===== config.mk =====
export PLATFORM = sky130hd
export DESIGN_NAME = proc_io_hub
export DESIGN_NICKNAME = d
export VERILOG_FILES = /design/src/rtl/proc_io_hub.sv
export SDC_FILE = /design/constraint.sdc
export NUM_CORES = 1
export LEC_CHECK = 0
export ABC_AREA = 1
export BUFFER_PORTS_ARGS = -buffer_cell sky130_fd_sc_hd__buf_4
export CORE_UTILIZATION = 25
export DETAILED_ROUTE_END_ITERATION = 16
export PLACE_DENSITY = 0.43
export SYNTH_ARGS = -nofsm -noshare
export SYNTH_HDL_FRONTEND = slang
export SYNTH_HIERARCHICAL = 1
export SYNTH_SLANG_ARGS = --single-unit
export TNS_END_PERCENT = 10

===== constraint.sdc =====
create_clock -name clk -period 4.9 [get_ports clk]
set_clock_uncertainty 0.15 [all_clocks]
set_input_delay 1.47 -clock clk [delete_from_list [all_inputs] [get_ports clk]]
set_output_delay 1.47 -clock clk [all_outputs]
set_load 0.1 [all_outputs]

===== src/rtl/proc_io_hub.sv =====
// Processor I/O hub: per-channel input FIFOs read by processor strobes, plus
// per-channel output holding registers. Optional sticky overflow flags via IO_HUB_OVF_EN.

module proc_io_hub_fifo #(
    parameter int DW     = 28,
    parameter int FDEPTH = 4
) (
    input  logic          clk,
    input  logic          rst,
    input  logic [DW-1:0] wr_data,
    input  logic          wr_valid,
    input  logic          rd_en,
    output logic          ready,
    output logic          empty,
    output logic          drop,
    output logic [DW-1:0] head
);
    localparam int PW = $clog2(FDEPTH);
    localparam int CW = $clog2(FDEPTH + 1);

    logic [DW-1:0] mem [FDEPTH];
    logic [PW-1:0] wr_ptr, rd_ptr;
    logic [CW-1:0] count;
    logic          push, pop;

    // Readiness comes only from the registered count, so a same-cycle pop never admits a push.
    assign ready = (count != CW'(FDEPTH));
    assign empty = (count == '0);
    assign push  = wr_valid & ready;
    assign pop   = rd_en & ~empty;
    assign drop  = wr_valid & ~ready;
    assign head  = mem[rd_ptr];

    always_ff @(posedge clk) begin
        if (push) mem[wr_ptr] <= wr_data;
    end

    always_ff @(posedge clk or negedge rst) begin
        if (!rst) begin
            wr_ptr <= '0;
            rd_ptr <= '0;
            count  <= '0;
        end else begin
            if (push) wr_ptr <= wr_ptr + 1'b1;
            if (pop)  rd_ptr <= rd_ptr + 1'b1;
            case ({push, pop})
                2'b10:   count <= count + 1'b1;
                2'b01:   count <= count - 1'b1;
                default: count <= count;
            endcase
        end
    end
endmodule

module proc_io_hub #(
    parameter int NUIOIN = 4,
    parameter int NUIOOU = 4,
    parameter int DW     = 28,
    parameter int FDEPTH = 4,
    localparam int AIW   = (NUIOIN > 1) ? $clog2(NUIOIN) : 1,
    localparam int AOW   = (NUIOOU > 1) ? $clog2(NUIOOU) : 1
) (
    input  logic                 clk,
    input  logic                 rst,
    input  logic [NUIOIN*DW-1:0] ext_in_data,
    input  logic [NUIOIN-1:0]    ext_in_valid,
    output logic [NUIOIN-1:0]    ext_in_ready,
    input  logic                 proc_req_in,
    input  logic [AIW-1:0]       proc_addr_in,
    output logic [DW-1:0]        proc_din,
    output logic                 proc_stall,
    input  logic                 proc_out_en,
    input  logic [AOW-1:0]       proc_addr_out,
    input  logic [DW-1:0]        proc_dout,
    output logic [NUIOOU*DW-1:0] ext_out_data,
    output logic [NUIOOU-1:0]    ext_out_valid,
    output logic [NUIOIN-1:0]    req_in,
    output logic [NUIOIN-1:0]    ovf,
    input  logic [NUIOIN-1:0]    ovf_clr
);
    localparam logic [AIW:0] NIN  = (AIW + 1)'(NUIOIN);
    localparam logic [AOW:0] NOUT = (AOW + 1)'(NUIOOU);

    logic [NUIOIN-1:0][DW-1:0] head;
    logic [NUIOIN-1:0]         empty;
    logic [NUIOIN-1:0]         drop;
    logic                      in_ok, sel_empty, wr_ok;

    genvar i;
    generate
        for (i = 0; i < NUIOIN; i++) begin : g_in
            proc_io_hub_fifo #(.DW(DW), .FDEPTH(FDEPTH)) u_fifo (
                .clk      (clk),
                .rst      (rst),
                .wr_data  (ext_in_data[i*DW +: DW]),
                .wr_valid (ext_in_valid[i]),
                .rd_en    (req_in[i]),
                .ready    (ext_in_ready[i]),
                .empty    (empty[i]),
                .drop     (drop[i]),
                .head     (head[i])
            );
        end
    endgenerate

    assign in_ok = ({1'b0, proc_addr_in} < NIN);

    always_comb begin
        proc_din  = '0;
        sel_empty = 1'b1;
        req_in    = '0;
        if (in_ok) begin
            sel_empty = empty[proc_addr_in];
            if (!sel_empty) begin
                proc_din = head[proc_addr_in];
                if (proc_req_in) req_in[proc_addr_in] = 1'b1;
            end
        end
    end

    assign proc_stall = proc_req_in & in_ok & sel_empty;

    // Output side: holding registers with a one-cycle update strobe per write.
    assign wr_ok = proc_out_en & ({1'b0, proc_addr_out} < NOUT);

    always_ff @(posedge clk or negedge rst) begin
        if (!rst) begin
            ext_out_data  <= '0;
            ext_out_valid <= '0;
        end else begin
            ext_out_valid <= '0;
            for (int o = 0; o < NUIOOU; o++) begin
                if (wr_ok && proc_addr_out == AOW'(o)) begin
                    ext_out_data[o*DW +: DW] <= proc_dout;
                    ext_out_valid[o]         <= 1'b1;
                end
            end
        end
    end

`ifdef IO_HUB_OVF_EN
    // Set on a dropped push wins over a same-cycle clear.
    always_ff @(posedge clk or negedge rst) begin
        if (!rst) begin
            ovf <= '0;
        end else begin
            for (int c = 0; c < NUIOIN; c++) begin
                if (drop[c])         ovf[c] <= 1'b1;
                else if (ovf_clr[c]) ovf[c] <= 1'b0;
            end
        end
    end
`else
    logic unused_ovf;
    assign ovf        = '0;
    assign unused_ovf = ^{ovf_clr, drop};
`endif
endmodule


==> key figures, run 1 <==
STA
  • Max-slew violation count: 0
  • Final Hold Violating Endpoints: 0
  • Final setup viols: 0
  • F_max: 214 MHz
  • Final period util: 95.3%
  • Slew @ Worst Pin: 955 ps
  • Post-route setup slack: 232 ps
  • Slew headroom: 36.4%
  • Tmin final: 4670 ps
  • RSZ-0062 raised after global routing: false

Routing
  • DRC violations left: 0
  • WL met2: 33.8 mm
  • Total Routed Length: 73.2 mm
  • Vias post-DR: 16900
  • Wire length on met1: 32.2 mm
  • Met3 wire len: 5.36 mm
  • DRT iter0 DRCs: 940
  • Post-DRT Antenna Nets: 0
  • Vias per Instance: 4.32
  • Routed wire per std cell: 18.8 µm
  • Uppermost routed layer: met5
  • TritonRoute pass-1 iters: 5

Power and ir drop
  • Power per cell area: 639 mW/mm²
  • Switch Pwr: 8.51 mW
  • Logic gate share of total power: 39.7%
  • Switching share of total power: 43.0%
  • Clock power frac: 26.0%
  • Lkg Pwr: 13.4 nW
  • Sequential Power Share: 34.3%
  • Peak supply drop: 607 µV
  • P_int: 11.3 mW
  • Tot Pwr: 19.8 mW

CTS
  • Root Driver: clkbuf_16
  • Clk Latency, worst-skew pair: 620 ps
  • CTS resizes: 0
  • Clock sink count: 592
  • Clock-pin slew on the worst setup and hold paths: 50 ps
  • CTS tree: built
  • Hold-fix buffer count after cts: 0
  • Clock Path Buffers: 3
  • H-tree lvl count: 3
  • Clock buffer count from CTS: 72
  • Number of post-CTS setup repair buffers: 0

Floorplan
  • Core box area: 0.0987 mm²
  • DIE HEIGHT: 318 µm
  • Floorplan row count: 115
  • Die width: 318 µm
  • Number of I/O pins: 313
  • Initial Util: 25.3%
  • Die area: 0.101 mm²

Critical path
  • CP arrival: 3050 ps
  • CP max-delay cell: nor2_1
  • Cell mode on critical path: buf_4
  • Critical Path End Type: output port
  • Critical Path Max Stage Delay: 390 ps
  • Worst R2R Path Depth: 16
  • Crit path required time: 3280 ps
  • Critical path class: in2out
  • R2R Setup Slk: 1970 ps
  • R2R Path Start: g_in[2].u_fifo/count[0]
  • Crit Reg-Reg Endpoint: g_in[1].u_fifo/count[1]
  • CP startpoint kind: input pin
  • Crit Path Max Fanout: 42
  • Crit-path cells: buf_4 > buf_4 > nand3_1 > nand2_1 > nor2_1 > nor2_1 > buf_4

Yosys
  • Cell count after synthesis: 2234
  • Ys Warns: 6
  • Mapped cell area: 0.0250 mm²
  • Avg Cell Area, Syn: 11.2 µm²

Global route
  • Total track usage: 14.3%
  • Initial antenna violation count: 16
  • Global-route wire length before repair: 107 mm
  • Largest net degree at the start of global routing: 91
  • Number of global-route vias before repair: 16600
  • Grt ovf: 0

Final layout
  • Layout Utilization: 31.4%
  • # fillers: 9965
  • Layout cells sized above 1: 19.1%
  • NumNets Final: 2735
  • P&R area growth vs syn: 24.0%

Run status
  • Status: finished clean

Run
  • Total of max-cap violations: 0

Place
  • Routability cong.: 0.778
  • Hpwl dp: 50.2 mm
  • Pre-CTS setup slack: 329 ps
  • IO Port Bufs: 304

Worst hold path
  • Hold Path Origin: g_in[0].u_fifo/count[0]
  • Hold Path Cell Cnt: 1
  • Hold path endpoint: g_in[0].u_fifo/count[0]
  • Hold Path Class: reg2reg
## worst max-delay path by stage
stage / start / endpoint / slack, ps / cells past startpoint
finish: proc_addr_in[1] / proc_din[19] / 230 / 7
global route: g_in[1].u_fifo/rd_ptr[0] / proc_din[12] / 70 / 9
CTS: g_in[3].u_fifo/rd_ptr[1] / proc_din[20] / 230 / 9
detailed placement: proc_addr_in[0] / proc_din[20] / 330 / 8
global placement: proc_addr_in[0] / proc_din[14] / 290 / 9
floorplan: proc_addr_in[0] / req_in[0] / -110 / 8
## routing by layer
layer,track usage (%),up-vias
met5,0,-
met1,18.3,8132
li1,-,8172
met2,22.8,424
met3,4.47,111
met4,4.72,26
## critical path: cells and delay by family
| kind | cells | cell delay [ps] |
|---|---|---|
| buffers and inverters | 3 | 890 |
| AND/OR/NAND/NOR | 4 | 690 |
## placed cells by master, fill, tap and decap left out, types with 2 or more instances in the layout
master	n
dfrtp_1	144
bufinv_16	5
inv_6	4
nor2_1	62
ha_1	20
xnor2_1	4
clkinv_8	3
nand3_1	118
fa_1	4
o211ai_1	224
diode_2	2
inv_1	323
clkinv_2	14
nand2_1	613
buf_12	6
nor2_2	17
clkbuf_16	73
edfxtp_1	448
buf_4	363
inv_2	6
o21ai_0	116
clkbuf_1	13
clkinv_1	15
nand4_1	4
nand3_2	4
conb_1	4
## flip-flops by register name (all words and copies together) (netlist names)
name and count:
g_in.u_fifo/wr_ptr 8, g_in.u_fifo/mem 448, g_in.u_fifo/rd_ptr 8, g_in.u_fifo/count 12, ext_out_valid 4, ext_out_data 112
## power by group through the flow
stage          clock network [mW]  logic, mW  registers, mW
2_1_floorplan                   0       4.41           7.95
3_3_place_gp                    0       7.88           6.86
3_5_place_dp                    0       7.96           6.89
4_1_cts                      5.32       7.97           6.80
5_1_grt                      5.50       8.42           6.89
6_report                     5.14       7.86           6.79
## per-stage QoR
stage                     cell area [µm²]  hold WS (ps)  TNS [ps]  cells
after CTS                           31000           324         0   3899
after floorplan                     25000           296     -2120   2237
after global routing                31000           357         0   3901
final                               31000           326         0   3901
after detailed placement            28700           315         0   3768
after global placement              28700           310         0   3768
## cell type report
| type | instances | area [µm²] | area share (%) |
|---|---|---|---|
| clock inverter | 44 | 383 | 1.24 |
| sequential | 592 | 17100 | 55.1 |
| multi-input combinational | 1190 | 5940 | 19.2 |
| tap | 1287 | 1610 | 5.20 |
| clock buffer | 87 | 1890 | 6.10 |
| antenna | 2 | 5.00 | 0.0162 |
| inverter | 329 | 1230 | 3.99 |
| timing repair buffer | 370 | 2860 | 9.22 |
Power figures use the tool's default switching activity.
==> run 2, diff against run 1 <==
- GPL_TIMING_DRIVEN: default -> 0
- clock period: 4.9 -> 5.1 ns (I/O delays scaled with it)
==> key figures, run 2 (synthesis results as in run 1) <==
Final layout
  • Commonest non-fill, non-tap cells in the layout: nand2_1, edfxtp_1, inv_1
  • NumNets Final: 2809 (+2.7%)
  • Max FFs per register: 448 (unchanged)
  • P&R area growth vs syn: 26.8%
  • # fillers: 9961 (-0.040%)
  • Final Non-Filler Cells: 3971 (+1.8%)
  • Biggest registers after layout: g_in.u_fifo/mem x448, ext_out_data x112, g_in.u_fifo/count x12
  • Layout Utilization: 32.1% (+0.69 points)
  • Diodes inserted: 0 (-2)
  • Biggest register: g_in.u_fifo/mem
  • Layout cells sized above 1: 20.0% (+0.83 points)
  • Design area: 0.0317 mm² (+2.2%)
  • Most common cell after layout, fill and taps aside: nand2_1

Power and ir drop
  • Lkg Pwr: 13.7 nW (+2.0%)
  • P_int: 11.1 mW (-1.7%)
  • Power per cell area: 620 mW/mm² (-3.0%)
  • Sequential Power Share: 33.3% (-1.0 points)
  • Switch Pwr: 8.54 mW (+0.29%)
  • Peak supply drop: 546 µV (-10%)
  • Clock power frac: 25.1% (-0.9 points)
  • Switching share of total power: 43.5% (+0.50 points)
  • Tot Pwr: 19.6 mW (-0.87%)
  • Logic gate share of total power: 41.6% (+1.9 points)

CTS
  • Number of post-CTS setup repair buffers: 0 (unchanged)
  • Clock sink count: 592 (unchanged)
  • Clock buffer count from CTS: 71 (-1.4%)
  • Clock-pin slew on the worst setup and hold paths: 50 ps (about the same)
  • Root Driver: clkbuf_16
  • Clock Path Buffers: 3 (unchanged)
  • CTS tree: built
  • Hold-fix buffer count after cts: 0 (unchanged)
  • H-tree lvl count: 3 (unchanged)
  • Clk Latency, worst-skew pair: 640 ps (+20 ps)
  • CTS resizes: 0 (unchanged)

Critical path
  • R2R Setup Slk: 1530 ps (-440 ps)
  • Critical Path End Type: output port
  • CP startpoint kind: input pin
  • Critical path class: in2out
  • CP arrival: 3330 ps (+280 ps)
  • Crit Reg-Reg Endpoint: g_in[3].u_fifo/count[2]
  • R2R Path Start: g_in[3].u_fifo/count[2]
  • Crit path required time: 3420 ps (+140 ps)
  • Crit Path Max Fanout: 10 (-76%)
  • Worst R2R Path Depth: 18 (+2)

Global route
  • M1 GR Usage: 20.3% (+2.0 points)
  • GR met3 Demand/Resource: 4.21% (-0.26 points)
  • Initial antenna violation count: 12 (-4)
  • Largest net degree at the start of global routing: 122 (+34%)
  • Grt ovf: 0 (unchanged)
  • Global Route met2 Usage: 26.1% (+3.2 points)
  • Number of global-route vias before repair: 17500 (+5.2%)
  • Global-route wire length before repair: 118 mm (+10%)
  • Total track usage: 15.7% (+1.4 points)
  • Layer with the highest usage: met2

STA
  • Final Hold Violating Endpoints: 0 (unchanged)
  • Tmin final: 5010 ps
  • RSZ-0062 raised after global routing: false
  • Final period util: 98.1%
  • Setup TNS: 0 ps (unchanged)
  • Slew headroom: 48.3% (+12 points)
  • Slew @ Worst Pin: 773 ps (-182 ps)
  • Max-slew violation count: 0 (unchanged)
  • Final setup viols: 0 (unchanged)
  • F_max: 200 MHz

Routing
  • TritonRoute pass-1 iters: 5 (unchanged)
  • DRC violations left: 0 (unchanged)
  • Vias per Instance: 4.39 (+1.6%)
  • Total Routed Length: 80.3 mm (+9.6%)
  • Vias post-DR: 17400 (+3.4%)
  • DRT iter0 DRCs: 1135 (+21%)
  • Post-DRT Antenna Nets: 0 (unchanged)
  • Routed wire per std cell: 20.2 µm (+7.7%)

Worst hold path
  • Hold Path Class: reg2reg
  • Hold path endpoint: g_in[2].u_fifo/count[0]
  • Hold Path Origin: g_in[2].u_fifo/count[0]
  • Hold Path Cell Cnt: 1 (unchanged)

Floorplan
  • DIE HEIGHT: 318 µm (unchanged)
  • Die area: 0.101 mm² (unchanged)
  • Number of I/O pins: 313 (unchanged)
  • Die width: 318 µm (unchanged)
  • Floorplan row count: 115 (unchanged)
  • Core box area: 0.0987 mm² (unchanged)
  • Initial Util: 25.3% (unchanged)

Run
  • Total of max-cap violations: 0 (unchanged)

Place
  • IO Port Bufs: 302 (-0.66%)
  • Cell Area, Placed: 0.0294 mm² (+2.5%)
  • Routability cong.: 0.800 (+2.8%)
  • DP Cell Count: 3843 (+2.0%)
  • Hpwl dp: 58.7 mm (+17%)

Run status
  • Status: finished clean
run 2: cell types whose count changed in the layout (fill, tap and decap cells not counted), moves of 3 or more:
cell	change
clkinv_1	-5
nand3_2	-4
clkbuf_1	+36
nor2_2	-17
buf_4	-53
buf_6	+31
clkinv_2	-3
nor2_4	+16
clkbuf_2	+3
nand3_1	+4
buf_16	+13
buf_2	+51
run 2: power groups by stage:
stage          registers (mW)  logic, mW  clock network, mW
2_1_floorplan            7.64       4.24                  0
3_3_place_gp             6.66       7.92                  0
3_5_place_dp             6.62       8.26                  0
4_1_cts                  6.54       8.28               5.07
5_1_grt                  6.62       8.72               5.23
6_report                 6.53       8.17               4.92
run 2: worst max path at each step:
stage / end / slack [ps] / from / depth (start not counted)
after floorplan: req_in[0] / -30 / proc_addr_in[0] / 8
after global placement: req_in[3] / 140 / proc_addr_in[0] / 9
after detailed placement: req_in[3] / 160 / proc_addr_in[0] / 9
after CTS: req_in[3] / 150 / proc_addr_in[0] / 9
after global routing: req_in[1] / 10 / proc_addr_in[0] / 9
final: req_in[3] / 90 / proc_addr_in[0] / 9
run 2: cell type report:
cell class / count / area (µm²) / share of cell area [%]
Sequential cell: 592 / 17100 / 53.9
Multi-Input combinational cell: 1190 / 6000 / 18.9
Timing Repair Buffer: 319 / 2710 / 8.57
Clock buffer: 91 / 1870 / 5.91
Tap cell: 1287 / 1610 / 5.09
Inverter: 329 / 1230 / 3.90
Buffer: 126 / 815 / 2.57
Clock inverter: 37 / 362 / 1.14
run 2: per-layer routing:
metal | routed length, µm | share of wire, % | vias to the layer above
met5 | 107 | 0.13 | -
met4 | 1260 | 1.6 | 18
met3 | 5780 | 7.2 | 99
met2 | 38400 | 48 | 487
met1 | 34700 | 43 | 8530
li1 | - | - | 8302
run 2: per-stage QoR:
step           hold WS (ps)  worst slack [ps]
2_1_floorplan           296             -27.5
3_3_place_gp            310               141
3_5_place_dp            317               155
4_1_cts                 323               151
5_1_grt                 359              13.0
6_report                319              94.5
run 2: critical path, cell delays in order:
cell and delay (ps):
buf_4 150, inv_2 80, nand2_1 60, nand2_1 40
nand2_1 50, nand2_1 150, buf_4 230, nor2_1 590
buf_4 420
